$ cat src/rtl/bus_arbiter.sv
// Round-robin arbiter for the shared az_bus master port.
// Grants hold across locked transfers; a watchdog reclaims a stalled bus.
module bus_arbiter #(
  parameter  int NUM_M   = 4,
  parameter  int TIMEOUT = 64,
  localparam int IDX_W   = $clog2(NUM_M),
  localparam int CNT_W   = $clog2(TIMEOUT + 1)
) (
  input  logic             clk,
  input  logic             rst_n,
  input  logic [NUM_M-1:0] m_req,
  input  logic [NUM_M-1:0] m_lock,
  input  logic             bus_ack,
  output logic [NUM_M-1:0] m_gnt,
  output logic [IDX_W-1:0] gnt_idx,
  output logic             bus_busy,
  output logic             timeout_pulse,
  output logic [7:0]       timeout_cnt
);

  typedef enum logic {IDLE, OWN} state_t;

  state_t           state, state_n;
  logic [NUM_M-1:0] gnt_n;
  logic [IDX_W-1:0] idx_n;
  logic [IDX_W-1:0] rr_ptr, ptr_n;
  logic [IDX_W-1:0] win;
  logic [CNT_W-1:0] hold_cnt, hold_n;
  logic             tp_n;
  logic [7:0]       tcnt_n;

  // First requester strictly after ptr, wrapping modulo NUM_M.
  function automatic logic [IDX_W-1:0] rr_pick(
    input logic [NUM_M-1:0] req,
    input logic [IDX_W-1:0] ptr
  );
    logic [IDX_W-1:0] idx;
    logic             found;
    rr_pick = ptr;
    found   = 1'b0;
    for (int i = 1; i <= NUM_M; i++) begin
      idx = IDX_W'((int'(ptr) + i) % NUM_M);
      if (!found && req[idx]) begin
        rr_pick = idx;
        found   = 1'b1;
      end
    end
  endfunction

  assign win      = rr_pick(m_req, rr_ptr);
  assign bus_busy = (state == OWN);

  always_comb begin
    state_n = state;
    gnt_n   = m_gnt;
    idx_n   = gnt_idx;
    ptr_n   = rr_ptr;
    hold_n  = hold_cnt;
    tp_n    = 1'b0;
    tcnt_n  = timeout_cnt;
    unique case (state)
      IDLE: begin
        if (|m_req) begin
          state_n = OWN;
          gnt_n   = NUM_M'(1) << win;
          idx_n   = win;
          ptr_n   = win;
          hold_n  = '0;
        end
      end
      OWN: begin
        if (!m_req[gnt_idx]) begin
          state_n = IDLE;
          gnt_n   = '0;
        end else if (bus_ack && !m_lock[gnt_idx]) begin
          state_n = IDLE;
          gnt_n   = '0;
        end else if (bus_ack) begin
          hold_n = '0;
        end else if (hold_cnt == CNT_W'(TIMEOUT - 1)) begin
          state_n = IDLE;
          gnt_n   = '0;
          tp_n    = 1'b1;
          if (timeout_cnt != 8'hFF)
            tcnt_n = timeout_cnt + 8'd1;
        end else begin
          hold_n = hold_cnt + CNT_W'(1);
        end
      end
      default: state_n = IDLE;
    endcase
  end

  always_ff @(posedge clk) begin
    if (!rst_n) begin
      state         <= IDLE;
      m_gnt         <= '0;
      gnt_idx       <= '0;
      rr_ptr        <= IDX_W'(NUM_M - 1);
      hold_cnt      <= '0;
      timeout_pulse <= 1'b0;
      timeout_cnt   <= '0;
    end else begin
      state         <= state_n;
      m_gnt         <= gnt_n;
      gnt_idx       <= idx_n;
      rr_ptr        <= ptr_n;
      hold_cnt      <= hold_n;
      timeout_pulse <= tp_n;
      timeout_cnt   <= tcnt_n;
    end
  end

endmodule

$ cat config.mk
export PLATFORM = sky130hd
export DESIGN_NAME = bus_arbiter
export DESIGN_NICKNAME = d
export VERILOG_FILES = /design/src/rtl/bus_arbiter.sv
export SDC_FILE = /design/constraint.sdc
export NUM_CORES = 1
export LEC_CHECK = 0
export CAP_MARGIN = 25
export CORE_MARGIN = 3
export CORE_UTILIZATION = 35
export DETAILED_ROUTE_END_ITERATION = 8
export HOLD_SLACK_MARGIN = 0.12
export PLACE_DENSITY_LB_ADDON = 0.3
export SKIP_LAST_GASP = 1
export SYNTH_ARGS = -nofsm -noshare
export SYNTH_HDL_FRONTEND = slang
export SYNTH_SLANG_ARGS = --single-unit
$ cat constraint.sdc
create_clock -name clk -period 2.81 [get_ports clk]
set_input_delay 0.4215 -clock clk [delete_from_list [all_inputs] [get_ports clk]]
set_output_delay 0.4215 -clock clk [all_outputs]
set_load 0.02 [all_outputs]
# [Word level (Yosys, flattened, before mapping)]
# Index checks and enable logic that the tools add are counted.
[op_classes] reduce_logical=14 n_shift=1 order_cmp=5 bitwise_logic=5 mux=38 n_eq_ne=8 add_sub_neg=6
[ops] operator="two-way mux 7 bit" count=5
[ops] operator="two-way mux 4 bit" count=5
[ops] operator="< comparator 2 x 3 -> 1 bit (second input constant)" count=5
[ops] operator="two-way mux 1 bit" count=15
[ops] operator="one-hot mux 7 bit (2 select lines)" count=1
[ops] operator="binary-select mux 1 bit (select 2 bit)" count=6
[ops] operator="adder 8 x 1 -> 8 bit (second input constant)" count=1
[ops] operator="two-way mux 2 bit" count=4
[ops] operator="!= test 8 bit (second input constant)" count=1
[ops] operator="one-hot mux 4 bit (2 select lines)" count=1
[ops] operator="adder 7 x 1 -> 7 bit (second input constant)" count=1
[ops] operator="equality test 7 x 6 -> 1 bit (second input constant)" count=1
[ops] operator="AND reduction 6 bit" count=1
[ops] operator="NOT 1 bit" count=5
[ops] operator="OR reduction 5 bit" count=1
[ops] operator="adder 2 x 1 -> 2 bit (second input constant)" count=2
[ops] operator="adder 2 bit (second input constant)" count=2
[ops] operator="logical AND 1 bit" count=4
[ops] operator="zero test 1 bit" count=4
[ops] operator="!= test 2 bit (second input constant)" count=2
[ops] operator="!= test 4 x 2 -> 1 bit (second input constant)" count=1
[ops] operator="!= test 4 x 3 -> 1 bit (second input constant)" count=1
[ops] operator="AND reduction 4 bit" count=1
[ops] operator="OR reduction 4 bit" count=1
[ops] operator="other kinds (6)" count=6
[totals] word_cells=84 regBits=25 output_inout_bits=16 in_bits=11

# [Depth between registers and ports, before layout]
# Gate-level depths: netlist of the first run.
[depth] depth_word=16 ltp_mapped=6 depth_no_buf=5

# [Worst setup path after synthesis of the first run]
# OpenSTA, ideal clock, no wires.
[synth_path] kind="reg2reg" from="register gnt_idx[1]" to="register hold_cnt[1]" setup_time_ps=72 period_less_slack_ps=1849 n_path_buf=0 slack_ps=961 t_arrival_ps=1777 t_required_ps=2738 path_stages_with_launch=5 cell_sequence="dfxtp_1 > mux4_2 > o211a_1 > a31oi_2 > mux2i_1"
[synth_between] elab_chain_cells=6 elab_cells_between_ends=9 cone_classes="eq/ne: 2; mux: 4; reduce/logical: 3"
[synth_lines] element="start, declared" line_no="15" rtl="output logic [IDX_W-1:0] gnt_idx,"
[synth_lines] element="start signal, assigned" line_no="106" rtl="gnt_idx <= idx_n;"
[synth_lines] element="binary-select mux 1 bit (select 2 bit)" line_no="75" rtl="end else if (bus_ack && !m_lock[gnt_idx]) begin"
[synth_lines] element="two-way mux 1 bit (not written as such)" line_no="75"
[synth_lines] element="zero test 1 bit" line_no="75"
[synth_lines] element="logical AND 1 bit" line_no="75"
[synth_lines] element="!= test 2 bit (no line)"
[synth_lines] element="AND reduction 4 bit (no line) (*)"
[synth_lines] element="end signal, assigned" line_no="108" rtl="hold_cnt <= hold_n;"
[synth_lines] element="end, declared" line_no="28" rtl="logic [CNT_W-1:0] hold_cnt, hold_n;"
# Mark *: on every way between the ends. The rest lies on a longest branch, timed or not. The select of a mux whose other input is x is not followed.
# A chain may end at the register's enable or synchronous reset.

# [Worst setup path after layout of the first run]
[layout_path] from="input m_req[3]" to="register rr_ptr[0]"
[layout_between] elab_chain_cells=12 elab_cells_between_ends=23 cone_classes="mux: 15; reduce/logical: 8"
[layout_lines] element="start, declared" line_no="11" rtl="input logic [NUM_M-1:0] m_req,"
[layout_lines] element="binary-select mux 1 bit (select 2 bit)" line_no="43" rtl="if (!found && req[idx]) begin"
[layout_lines] element="two-way mux 1 bit (not written as such)" line_no="43"
[layout_lines] element="two-way mux 1 bit" line_no="43"
[layout_lines] element="zero test 1 bit" line_no="43"
[layout_lines] element="logical AND 1 bit" line_no="43"
[layout_lines] element="two-way mux 1 bit" line_no="43"
[layout_lines] element="zero test 1 bit" line_no="43"
[layout_lines] element="logical AND 1 bit" line_no="43"
[layout_lines] element="two-way mux 1 bit" line_no="43"
[layout_lines] element="zero test 1 bit" line_no="43"
[layout_lines] element="logical AND 1 bit" line_no="43"
[layout_lines] element="two-way mux 2 bit" line_no="43"
[layout_lines] element="end signal, assigned" line_no="99" rtl="rr_ptr <= IDX_W'(NUM_M - 1);"
[layout_lines] element="end signal, assigned" line_no="107" rtl="rr_ptr <= ptr_n;"
[layout_lines] element="end, declared" line_no="26" rtl="logic [IDX_W-1:0] rr_ptr, ptr_n;"
# Several ways; a longest one is shown, not always the timed one. The select of a mux whose other input is x is not followed.

==> reports/metrics.sh, run 1 <==
STATUS='complete, no violations'
VIAS=1302
BUFFER_PORTS.INSERTED=26
CTSHTREEMAXLEVEL=1
GRT_START_MAX_NET_PINS=19
SYNTH_FF_TYPE='sky130_fd_sc_hd__dfxtp_1'
VERTICAL_DIE_DIMENSION_UM=68.5
INITIAL_UTILIZATION_PCT=36.7
FINISH.UTILIZATION_PCT=46.2
NUM-NETS-FINAL=198
DESIGN_AREA_UM2=1720
GRT_FIRST_PASS_WIRELENGTH_UM=5530
SLEW_VIOLATIONS=0
VIA_PER_INST=5.61
INITIAL_ANTENNA_VIOLATION_COUNT=0
GP_CONGESTION=0.796
CATEGORY_OF_THE_WORST_SETUP_PATH_CAPTURE_POINT='register'
VDD.IR_DROP.WORST_mV=0.177
MIN_PATH_TYPE='register to register'
DP_HPWL_UM=2430
SYNTH_SEQ_CELLS=25
YS_SEQ_AREA_SHARE_PCT=36.7
TIMING.SLEW.HEADROOM_PCT=56.3
SYNTH_TOP_CELLS_BY_AREA='sky130_fd_sc_hd__dfxtp_1, sky130_fd_sc_hd__nand2_1, sky130_fd_sc_hd__o21ai_0, sky130_fd_sc_hd__nor2_1, sky130_fd_sc_hd__a21oi_1'
FMAXACHIEVABLE_GHz=0.444
FLOORPLAN.IO_PINS=27
WORST-ENDPOINT-ARRIVAL_NS=2.36
FINALSETUPTNS_NS=0
POST_CTS.REPAIR.SETUP_BUFFERS=0
WORST-PATH-MAX-FANOUT=9
GRT.TOTAL_USAGE_PCT=15.1
CORE-AREA_UM2=3720
WORST_R2R_STARTPOINT='hold_cnt[0]$_SDFFE_PN0P_'
POWER_LEAKAGE_uW=0.000584
CAP_VIOLATIONS=0
CTS.REPORTEDPATHS.CLKPINSLEW_NS=0.08
SYNTH_TOP_AREA_SHARE_PCT=36.7
ANTENNADIODECOUNT=0
YOSYS.CELL_TYPES.COUNT=44
LAYOUT_MIN_CYCLE_TIME_NS=2.25
WORSTREGTOREGCELLS=5
YOSYS.CELL_COUNT.TOP_TYPE='sky130_fd_sc_hd__dfxtp_1'
YOSYS_WARNING_TOTAL=0
ROUTED_WIRELENGTH_UM=3250
VIA_COUNT_OF_THE_FIRST_GLOBAL_ROUTING_PASS=1192
ROUTEDWLPERCELL_UM=14.0
CLOCK_TREE_FROM_TRITONCTS='done'
WORSTSETUPPATHTYPE='input port to register'
POWER_DENSITY_nW_PER_UM2=433
CRITICAL_PATH.STARTPOINT_TYPE='input port'
MAX_SLEW.WORST_PIN.SLEW_NS=0.653
DIE_AREA_UM2=4690
SYNTH_COMMON_CELLS='sky130_fd_sc_hd__dfxtp_1, sky130_fd_sc_hd__nand2_1, sky130_fd_sc_hd__nor2_1'
CP-STARTPOINT='m_req[3]'
ROW_COUNT=22
RSZ_0062_RAISED_AFTER_GLOBAL_ROUTING='false'
SYNTH-EDFF-COUNT=0
PRECTSSETUPSLACK_NS=0.278
CLOCK_LATENCY_NS=0.26
DRT_DRC_VIOLATIONS_LEFT=0
MAX-CLOCK-PATH-BUFFERS=2
CTS.REPAIR.RESIZED=0
SYN-INSTANCE-COUNT=159
DETAILEDROUTE.FIRSTITERATIONVIOLATIONS=92
POSTCTSHOLDBUFS=0
CTS-ROOT-BUF='sky130_fd_sc_hd__clkbuf_8'
CTS_NUM_SINKS=25
WORST_R2R_DST='hold_cnt[1]$_SDFFE_PN0P_'
SETUP_SLACK_NS=0.557
DETAIL-ROUTE-ANTENNA-NETS=0
SYNTH.CELL_AREA_UM2=1370
SYNTH_LARGEST_AREA_CELL='sky130_fd_sc_hd__dfxtp_1'
CRIT_END='rr_ptr[0]$_SDFFE_PN1P_'
POST-ROUTE-PERIOD-UTIL_PCT=80.2
REPORT.FINAL.SETUP_VIOL=0
CRIT_REQUIRED_NS=2.92
DR.PASS1.ITERS=4
MAPPEDNETLISTNETS=172
R2R_SETUP_SLACK_NS=0.91
CLOCK_SKEW_NS=0.00526
FINALHOLDVIOLCOUNT=0
GRT-OVFL-TOTAL=0
AREAGROWTHSYNTHTOFINISH_PCT=25.8
CTS_MADE_BUFFERS=3
ASYNC_FLOP_SHARE_PCT=0
HOLD_WS_NS=0.467
DIE-WIDTH_UM=68.5
PLACEMENT.CELL_AREA_UM2=1670
SYNTH.AVG_CELL_AREA_UM2=8.59
FINAL_LAYOUT_SIZE_SUFFIX_GT1_SHARE_PCT=6.52
through the flow:
step                      instances  power (uW)
after floorplan                 159         483
after global placement          228         539
after detailed placement        228         543
after CTS                       232         752
after global routing            232         787
final                           232         744
layout by cell type (no fill, tap or decap), types with 3 or more instances in the layout:
cell                              count
sky130_fd_sc_hd__clkbuf_8             3
sky130_fd_sc_hd__o21a_1               4
sky130_fd_sc_hd__nand4_1              3
sky130_fd_sc_hd__a21oi_1              8
sky130_fd_sc_hd__mux2i_1              4
sky130_fd_sc_hd__o21ai_0             10
sky130_fd_sc_hd__nor3b_1              3
sky130_fd_sc_hd__nand3_1              6
sky130_fd_sc_hd__nand2_1             15
sky130_fd_sc_hd__nor3_1               3
sky130_fd_sc_hd__a31oi_1              4
sky130_fd_sc_hd__dfxtp_1             25
sky130_fd_sc_hd__a41oi_1              3
sky130_fd_sc_hd__nor2b_1              3
sky130_fd_sc_hd__inv_1                5
sky130_fd_sc_hd__o31ai_1              4
sky130_fd_sc_hd__nor2_1              11
sky130_fd_sc_hd__clkdlybuf4s50_1     26
sky130_fd_sc_hd__or4_1                4
sky130_fd_sc_hd__nand2b_1             4
registers in the layout, summed over array words and instances (netlist names):
name           cells
gnt_idx            2
m_gnt              4
rr_ptr             2
timeout_pulse      1
hold_cnt           7
bus_busy           1
timeout_cnt        8
report_power, final:
group	total, uW	internal, uW	switching [uW]
clock network	210	98.9	111
logic	145	67.6	77.2
registers	390	369	20.6
total	744	536	208
worst min path at each step:
stage / start / cells past startpoint / slack (ns) / end
after CTS: m_gnt[2]$_SDFFE_PN0P_ / 2 / 0.47 / m_gnt[2]$_SDFFE_PN0P_
final: m_gnt[2]$_SDFFE_PN0P_ / 2 / 0.47 / m_gnt[2]$_SDFFE_PN0P_
after floorplan: hold_cnt[6]$_SDFFE_PN0P_ / 1 / 0.45 / hold_cnt[6]$_SDFFE_PN0P_
after detailed placement: m_gnt[2]$_SDFFE_PN0P_ / 2 / 0.46 / m_gnt[2]$_SDFFE_PN0P_
after global placement: m_gnt[0]$_SDFFE_PN0P_ / 2 / 0.46 / m_gnt[0]$_SDFFE_PN0P_
after global routing: m_gnt[2]$_SDFFE_PN0P_ / 2 / 0.49 / m_gnt[2]$_SDFFE_PN0P_
per-layer routing:
metal  global-route usage (%)  share of wire (%)  routed length (um)
met1                     21.0                 49                1580
met2                     23.6                 47                1510
met3                     2.96                4.0                 130
met4                     4.22               0.55                  18
met5                        0                  0                   0
critical path, stage by stage:
cell and delay [ns]:
sky130_fd_sc_hd__clkdlybuf4s50_1 0.55, sky130_fd_sc_hd__nor4_1 0.07, sky130_fd_sc_hd__buf_4 0.15, sky130_fd_sc_hd__nor2_1 0.43
sky130_fd_sc_hd__nor4b_1 0.55, sky130_fd_sc_hd__o21ai_0 0.17
cells by family (layout without fill, tap and decap cells):
logic type,Yosys count,count (layout),synth area share [%]
AO/OA/AOI/OAI,47,47,24.1
flip-flops,25,25,36.7
AND/OR/NAND/NOR,67,67,28.5
adder cells (fa/ha/maj),2,2,1.83
multiplexers,6,6,5.41
buffers and inverters,12,37,3.48
layout make-up:
class	count	area, um2
multi-input cells	122	817
inverters	5	18.8
clock buffers	3	41.3
clock inverters	1	5.00
fillers	379	2000
repair buffers	28	275
flip-flops and latches	25	500
well taps	48	60.1
Power figures use the tool's default switching activity.
==> run 2, diff against run 1 <==
- clock period: 2.81 -> 2.15 ns (I/O delays scaled with it)
==> run 2 against run 1 <==
  * Cell count is 4.7% higher
  * Via count is 3.6% higher
  * Global-route usage is 0.11 points higher
  * Critical path type is now register to register
==> reports/metrics.sh, run 2 (synthesized netlist as in run 1, its figures left out) <==
DR.PASS1.ITERS=4  # unchanged
BUFFER_PORTS.INSERTED=26  # unchanged
CATEGORY_OF_THE_WORST_SETUP_PATH_CAPTURE_POINT='register'
VIA_PER_INST=5.55  # -1.1%
SLEW_VIOLATIONS=0  # unchanged
MAX_SLEW.WORST_PIN.SLEW_NS=0.387  # -0.266 ns
CLOCK_LATENCY_NS=0.27  # about the same
DETAIL-ROUTE-ANTENNA-NETS=0  # unchanged
HOLD_WS_NS=0.464  # -0.00358 ns
CLOCK_TREE_FROM_TRITONCTS='done'
LAYOUT.CELLS.MOST_COMMON='sky130_fd_sc_hd__clkdlybuf4s50_1'
CRITPATHMAXSTAGEDELAY_NS=0.38  # -0.17 ns
FMAXACHIEVABLE_GHz=0.527
CRIT_END='hold_cnt[1]$_SDFFE_PN0P_'
TIMING.SLEW.HEADROOM_PCT=73.8  # +17 points
WORST_R2R_STARTPOINT='hold_cnt[0]$_SDFFE_PN0P_'
FINAL_LAYOUT_SIZE_SUFFIX_GT1_SHARE_PCT=11.8  # +5.3 points
INITIAL_UTILIZATION_PCT=36.7  # unchanged
FINALSETUPTNS_NS=0  # unchanged
CAP_VIOLATIONS=0  # unchanged
GRT-OVFL-TOTAL=0  # unchanged
POWER_LEAKAGE_uW=0.000633  # +8.4%
ANTENNADIODECOUNT=0  # unchanged
CPMAXSTAGEDELAYCELL='sky130_fd_sc_hd__dfxtp_1'
GRT_START_MAX_NET_PINS=18  # -1
CTS.REPORTEDPATHS.CLKPINSLEW_NS=0.09  # about the same
GRT_FIRST_PASS_WIRELENGTH_UM=5580  # +1.0%
CRIT_REQUIRED_NS=2.35  # -0.57 ns
DP_HPWL_UM=2500  # +3.2%
WHS_PATH_DEPTH=2  # unchanged
POST_CTS.REPAIR.SETUP_BUFFERS=0  # unchanged
DP.CELLS=239  # +4.8%
CTS_NUM_SINKS=25  # unchanged
WORST-PATH-MAX-FANOUT=8  # -1
VDD.IR_DROP.WORST_mV=0.232  # +31%
MAX-CLOCK-PATH-BUFFERS=2  # unchanged
POSTCTSHOLDBUFS=0  # unchanged
TIMING.CRITICAL_PATH.CELLS='ha_1 > and3_1 > nand4_1 > a31oi_2 > mux2i_1'
CTS_MADE_BUFFERS=3  # unchanged
CRITICAL_PATH.STARTPOINT_TYPE='register'
NUM-NETS-FINAL=209  # +5.6%
LARGEST_REGISTERS='timeout_cnt x8, hold_cnt x7, m_gnt x4'
WORST_R2R_DST='hold_cnt[1]$_SDFFE_PN0P_'
DRT_DRC_VIOLATIONS_LEFT=0  # unchanged
WORSTSETUPPATHTYPE='register to register'
GP_CONGESTION=0.843  # +6.0%
WORSTREGTOREGCELLS=5  # unchanged
CTS-ROOT-BUF='sky130_fd_sc_hd__clkbuf_8'
CORE-AREA_UM2=3720  # unchanged
WORST-ENDPOINT-ARRIVAL_NS=2.10  # -0.26 ns
POWER_DENSITY_nW_PER_UM2=559  # +29%
VIAS=1349  # +3.6%
STATUS='complete, no violations'
ROW_COUNT=22  # unchanged
CP-STARTPOINT='hold_cnt[0]$_SDFFE_PN0P_'
CLOCK_SKEW_NS=0.00370  # -0.00156 ns
LAYOUT_MIN_CYCLE_TIME_NS=1.90
DIE-WIDTH_UM=68.5  # unchanged
CTSHTREEMAXLEVEL=1  # unchanged
R2R_SETUP_SLACK_NS=0.25  # -0.66 ns
DIE_AREA_UM2=4690  # unchanged
FLOORPLAN.IO_PINS=27  # unchanged
LARGEST_REGISTER_FF_COUNT=8  # unchanged
MOST-COMMON-LAYOUT-CELLS='sky130_fd_sc_hd__clkdlybuf4s50_1, sky130_fd_sc_hd__dfxtp_1, sky130_fd_sc_hd__nand2_1, sky130_fd_sc_hd__buf_4, sky130_fd_sc_hd__nor2_1'
MIN_PATH_TYPE='register to register'
LAYOUTNONFILLERINSTCOUNT=243  # +4.7%
RSZ_0062_RAISED_AFTER_GLOBAL_ROUTING='false'
FINALHOLDVIOLCOUNT=0  # unchanged
VERTICAL_DIE_DIMENSION_UM=68.5  # unchanged
INITIAL_ANTENNA_VIOLATION_COUNT=0  # unchanged
LARGEST_REGISTER='timeout_cnt'
GRT.TOTAL_USAGE_PCT=15.2  # +0.11 points
VIA_COUNT_OF_THE_FIRST_GLOBAL_ROUTING_PASS=1230  # +3.2%
ROUTED_WIRELENGTH_UM=3310  # +1.9%
AREAGROWTHSYNTHTOFINISH_PCT=32.1
DETAILEDROUTE.FIRSTITERATIONVIOLATIONS=116  # +26%
REPORT.FINAL.SETUP_VIOL=0  # unchanged
POST-ROUTE-PERIOD-UTIL_PCT=88.3
CTS.REPAIR.RESIZED=0  # unchanged
ROUTEDWLPERCELL_UM=13.6  # -2.7%
[run 2: per-layer routing]
metal / vias up / GRT usage, % / part of all wire (%) / wire length [um]
li1: 680 / - / - / -
met1: 621 / 20.3 / 45 / 1490
met2: 46 / 25.5 / 49 / 1620
met3: 2 / 3.45 / 6.1 / 201
met4: 0 / 1.99 / 0.12 / 4
met5: - / 0 / 0 / 0
[run 2: where the power goes]
part           internal (uW)  leakage [uW]  switching (uW)  total, uW
clock network            131     0.0000217             156        287
registers                483      0.000203            21.4        504
logic                    108      0.000408             109        217
total                    722      0.000633             286       1010
[run 2: layout make-up]
cell class | count | area (um2)
inverter | 5 | 18.8
fill | 372 | 1910
clock inverter | 1 | 7.51
tap | 48 | 60.1
timing repair buffer | 39 | 358
clock buffer | 3 | 41.3
multi-input combinational | 122 | 817
sequential | 25 | 500
[run 2: metrics by stage]
stage               area [um2]  total power, uW  setup WS, ns  util [%]
floorplan                 1370              631         0.301         -
global placement          1750              727        0.0703      47.2
detailed placement        1750              731        0.0195      47.2
CTS                       1800             1020         0.260      48.5
global route              1800             1060        0.0320      48.5
finish                    1800             1010         0.251      48.5
[run 2: critical path, delay by kind of cell (launching register included)]
| kind | cells | cell delay (ns) |
|---|---|---|
| compound gates | 1 | 0.37 |
| fa+ha+maj | 1 | 0.22 |
| flops | 1 | 0.38 |
| mux | 1 | 0.22 |
| simple gates | 2 | 0.64 |
[run 2: worst min-delay path by stage]
stage | slack (ns) | start | endpoint
4_1_cts | 0.47 | m_gnt[2]$_SDFFE_PN0P_ | m_gnt[2]$_SDFFE_PN0P_
3_3_place_gp | 0.45 | m_gnt[2]$_SDFFE_PN0P_ | m_gnt[2]$_SDFFE_PN0P_
2_1_floorplan | 0.45 | hold_cnt[6]$_SDFFE_PN0P_ | hold_cnt[6]$_SDFFE_PN0P_
6_report | 0.46 | m_gnt[2]$_SDFFE_PN0P_ | m_gnt[2]$_SDFFE_PN0P_
5_1_grt | 0.49 | m_gnt[0]$_SDFFE_PN0P_ | m_gnt[0]$_SDFFE_PN0P_
3_5_place_dp | 0.46 | m_gnt[2]$_SDFFE_PN0P_ | m_gnt[2]$_SDFFE_PN0P_
==> run 3, diff against run 2 <==
==> constraint.sdc (replaced) <==
create_clock -name clk -period 2.15 [get_ports clk]
set_input_delay 0.5375 -clock clk [delete_from_list [all_inputs] [get_ports clk]]
set_output_delay 0.5375 -clock clk [all_outputs]
set_load 0.02 [all_outputs]
==> run 3 against run 2 <==
  * Sequential cell count did not move
  * Total power increased by 1.9%
  * Core utilization increased by 2.0 points
  * Sequential share of layout area shrank 1.1 points
  * Via count is 4.0% higher
  * Critical path depth grew 1
  * Global-route usage increased by 0.77 points
  * Clock power about the same
  * Combinational power rose by 6%
==> reports/metrics.sh, run 3 (synthesized netlist as in run 1, its figures left out) <==
MAX_SLEW.WORST_PIN.SLEW_NS=0.410  # +0.0232 ns
POWER_DENSITY_nW_PER_UM2=547  # -2.2%
GRT-OVFL-TOTAL=0  # unchanged
POSTCTSHOLDBUFS=0  # unchanged
POST_CTS.REPAIR.SETUP_BUFFERS=0  # unchanged
LARGEST_REGISTERS='timeout_cnt x8, hold_cnt x7, m_gnt x4'
WORST-ENDPOINT-ARRIVAL_NS=2.23  # +0.13 ns
WORSTSETUPPATHTYPE='input port to register'
DRT_DRC_VIOLATIONS_LEFT=0  # unchanged
CLKPWRFRAC_PCT=28.2  # -0.3 points
POST-ROUTE-PERIOD-UTIL_PCT=94.7  # +6.3 points
CLOCK_TREE_FROM_TRITONCTS='done'
INITIAL_UTILIZATION_PCT=36.7  # unchanged
CLOCK_SKEW_NS=0.00689  # +0.00319 ns
CAP_VIOLATIONS=0  # unchanged
GP_CONGESTION=0.909  # +7.8%
CTS-ROOT-BUF='sky130_fd_sc_hd__clkbuf_8'
SWITCHING_SHARE_OF_POWER_PCT=28.4  # +0.049 points
PWR-SHARE-SEQ_PCT=49.5  # -0.5 points
VIA_COUNT_OF_THE_FIRST_GLOBAL_ROUTING_PASS=1347  # +9.5%
CTSHTREEMAXLEVEL=1  # unchanged
ANTENNADIODECOUNT=0  # unchanged
SLEW_VIOLATIONS=0  # unchanged
CLOCK_LATENCY_NS=0.27  # about the same
GRT_FIRST_PASS_WIRELENGTH_UM=5820  # +4.2%
RSZ_0062_RAISED_AFTER_GLOBAL_ROUTING='false'
GRT.TOTAL_USAGE_PCT=16.0  # +0.77 points
TIMING.SLEW.HEADROOM_PCT=72.3  # -1.6 points
CATEGORY_OF_THE_WORST_SETUP_PATH_CAPTURE_POINT='register'
DETAIL-ROUTE-ANTENNA-NETS=0  # unchanged
FINALHOLDVIOLCOUNT=0  # unchanged
GRT_START_MAX_NET_PINS=16  # -2
FINISH.UTILIZATION_PCT=50.5  # +2.0 points
VIAS=1403  # +4.0%
INITIAL_ANTENNA_VIOLATION_COUNT=0  # unchanged
CTS.REPAIR.RESIZED=0  # unchanged
LAYOUT.CELLS.MOST_COMMON='sky130_fd_sc_hd__clkdlybuf4s50_1'
ROUTEDWLPERCELL_UM=13.5  # -0.67%
CELL_INTERNAL_PWR_uW=735  # +1.8%
MAX-CLOCK-PATH-BUFFERS=2  # unchanged
LARGEST_REGISTER_FF_COUNT=8  # unchanged
VIA_PER_INST=5.55  # -0.11%
POWER.COMBINATIONAL.FRACTION_PCT=22.4  # +0.9 points
FINAL_LAYOUT_SIZE_SUFFIX_GT1_SHARE_PCT=16.1  # +4.3 points
WORST-PATH-MAX-FANOUT=11  # +3
SETUP_SLACK_NS=0.115  # -0.136 ns
CORE-AREA_UM2=3720  # unchanged
CTS.REPORTEDPATHS.CLKPINSLEW_NS=0.10  # about the same
SWITCHINGPOWER_uW=292  # +2.0%
DR.PASS1.ITERS=4  # unchanged
CRITICAL_PATH.STARTPOINT_TYPE='input port'
STATUS='complete, no violations'
ROUTED_WIRELENGTH_UM=3420  # +3.4%
BUFFER_PORTS.INSERTED=26  # unchanged
ROW_COUNT=22  # unchanged
FLOORPLAN.IO_PINS=27  # unchanged
HOLD_WS_NS=0.481  # +0.0176 ns
VDD.IR_DROP.WORST_mV=0.286  # +23%
PLACEMENT.CELL_AREA_UM2=1830  # +4.3%
DIE-WIDTH_UM=68.5  # unchanged
CTS_MADE_BUFFERS=3  # unchanged
DETAILEDROUTE.FIRSTITERATIONVIOLATIONS=82  # -29%
REPORT.FINAL.SETUP_VIOL=0  # unchanged
AREAGROWTHSYNTHTOFINISH_PCT=37.6
LAYOUT_MIN_CYCLE_TIME_NS=2.04  # +0.136 ns
MOST-COMMON-LAYOUT-CELLS='sky130_fd_sc_hd__clkdlybuf4s50_1, sky130_fd_sc_hd__dfxtp_1, sky130_fd_sc_hd__buf_4, sky130_fd_sc_hd__nand2_1, sky130_fd_sc_hd__nor2_1'
CRIT_REQUIRED_NS=2.35  # about the same
CTS_NUM_SINKS=25  # unchanged
POWER_LEAKAGE_uW=0.000679  # +7.3%
FMAXACHIEVABLE_GHz=0.491  # -6.7%
DIE_AREA_UM2=4690  # unchanged
DP_HPWL_UM=2670  # +6.7%
VERTICAL_DIE_DIMENSION_UM=68.5  # unchanged
LARGEST_REGISTER='timeout_cnt'
DESIGN_AREA_UM2=1880  # +4.2%
NUM-NETS-FINAL=219  # +4.8%
PRECTSSETUPSLACK_NS=-0.185  # -0.205 ns
MIN_PATH_TYPE='register to register'
-- run 3: cell count changes in the layout (fill, tap and decap cells not counted) --
cell                    change
sky130_fd_sc_hd__buf_4     +10
-- run 3: worst max-delay path, stage by stage --
cell	delay [ns]
sky130_fd_sc_hd__clkdlybuf4s50_1	0.49
sky130_fd_sc_hd__mux4_2	0.29
sky130_fd_sc_hd__nand4_4	0.18
sky130_fd_sc_hd__buf_4	0.20
sky130_fd_sc_hd__or3_1	0.35
sky130_fd_sc_hd__a21oi_1	0.18
-- run 3: metal layers --
layer / track usage, % / routed length, um / up-vias
met2: 27.7 / 1640 / 33
met3: 2.63 / 140 / 2
met4: 4.22 / 12 / 0
li1: - / - / 705
met1: 20.4 / 1620 / 663
met5: 0 / 0 / -
-- run 3: layout make-up --
class / count / area, um2
multi-input combinational: 122 / 817
timing repair buffer: 49 / 433
clock buffer: 3 / 41.3
tap: 48 / 60.1
sequential: 25 / 500
clock inverter: 1 / 7.51
fill: 353 / 1840
inverter: 5 / 18.8
-- run 3: final timing paths --
| kind | cells after the start | start | to | slack, ns |
|---|---|---|---|---|
| worst min register to register | 2 | m_gnt[2]$_SDFFE_PN0P_ | m_gnt[2]$_SDFFE_PN0P_ | 0.48 |
| worst min-delay path | 2 | m_gnt[2]$_SDFFE_PN0P_ | m_gnt[2]$_SDFFE_PN0P_ | 0.48 |
| worst max register to register | 6 | hold_cnt[1]$_SDFFE_PN0P_ | timeout_cnt[0]$_SDFFE_PN0P_ | 0.25 |
| worst max-delay path | 6 | m_req[1] | timeout_cnt[0]$_SDFFE_PN0P_ | 0.11 |
-- run 3: through the flow --
stage                     power [uW]  std cells  setup TNS (ns)
after global routing            1090        253               0
final                           1030        253               0
after detailed placement         747        249           -2.17
after global placement           742        249           -1.29
after CTS                       1040        253               0
after floorplan                  631        159               0
-- run 3: power by group through the flow --
stage	registers (uW)	clock network, uW	logic, uW
2_1_floorplan	527	0	104
3_3_place_gp	518	0	224
3_5_place_dp	519	0	228
4_1_cts	508	300	229
5_1_grt	513	329	249
6_report	508	289	230
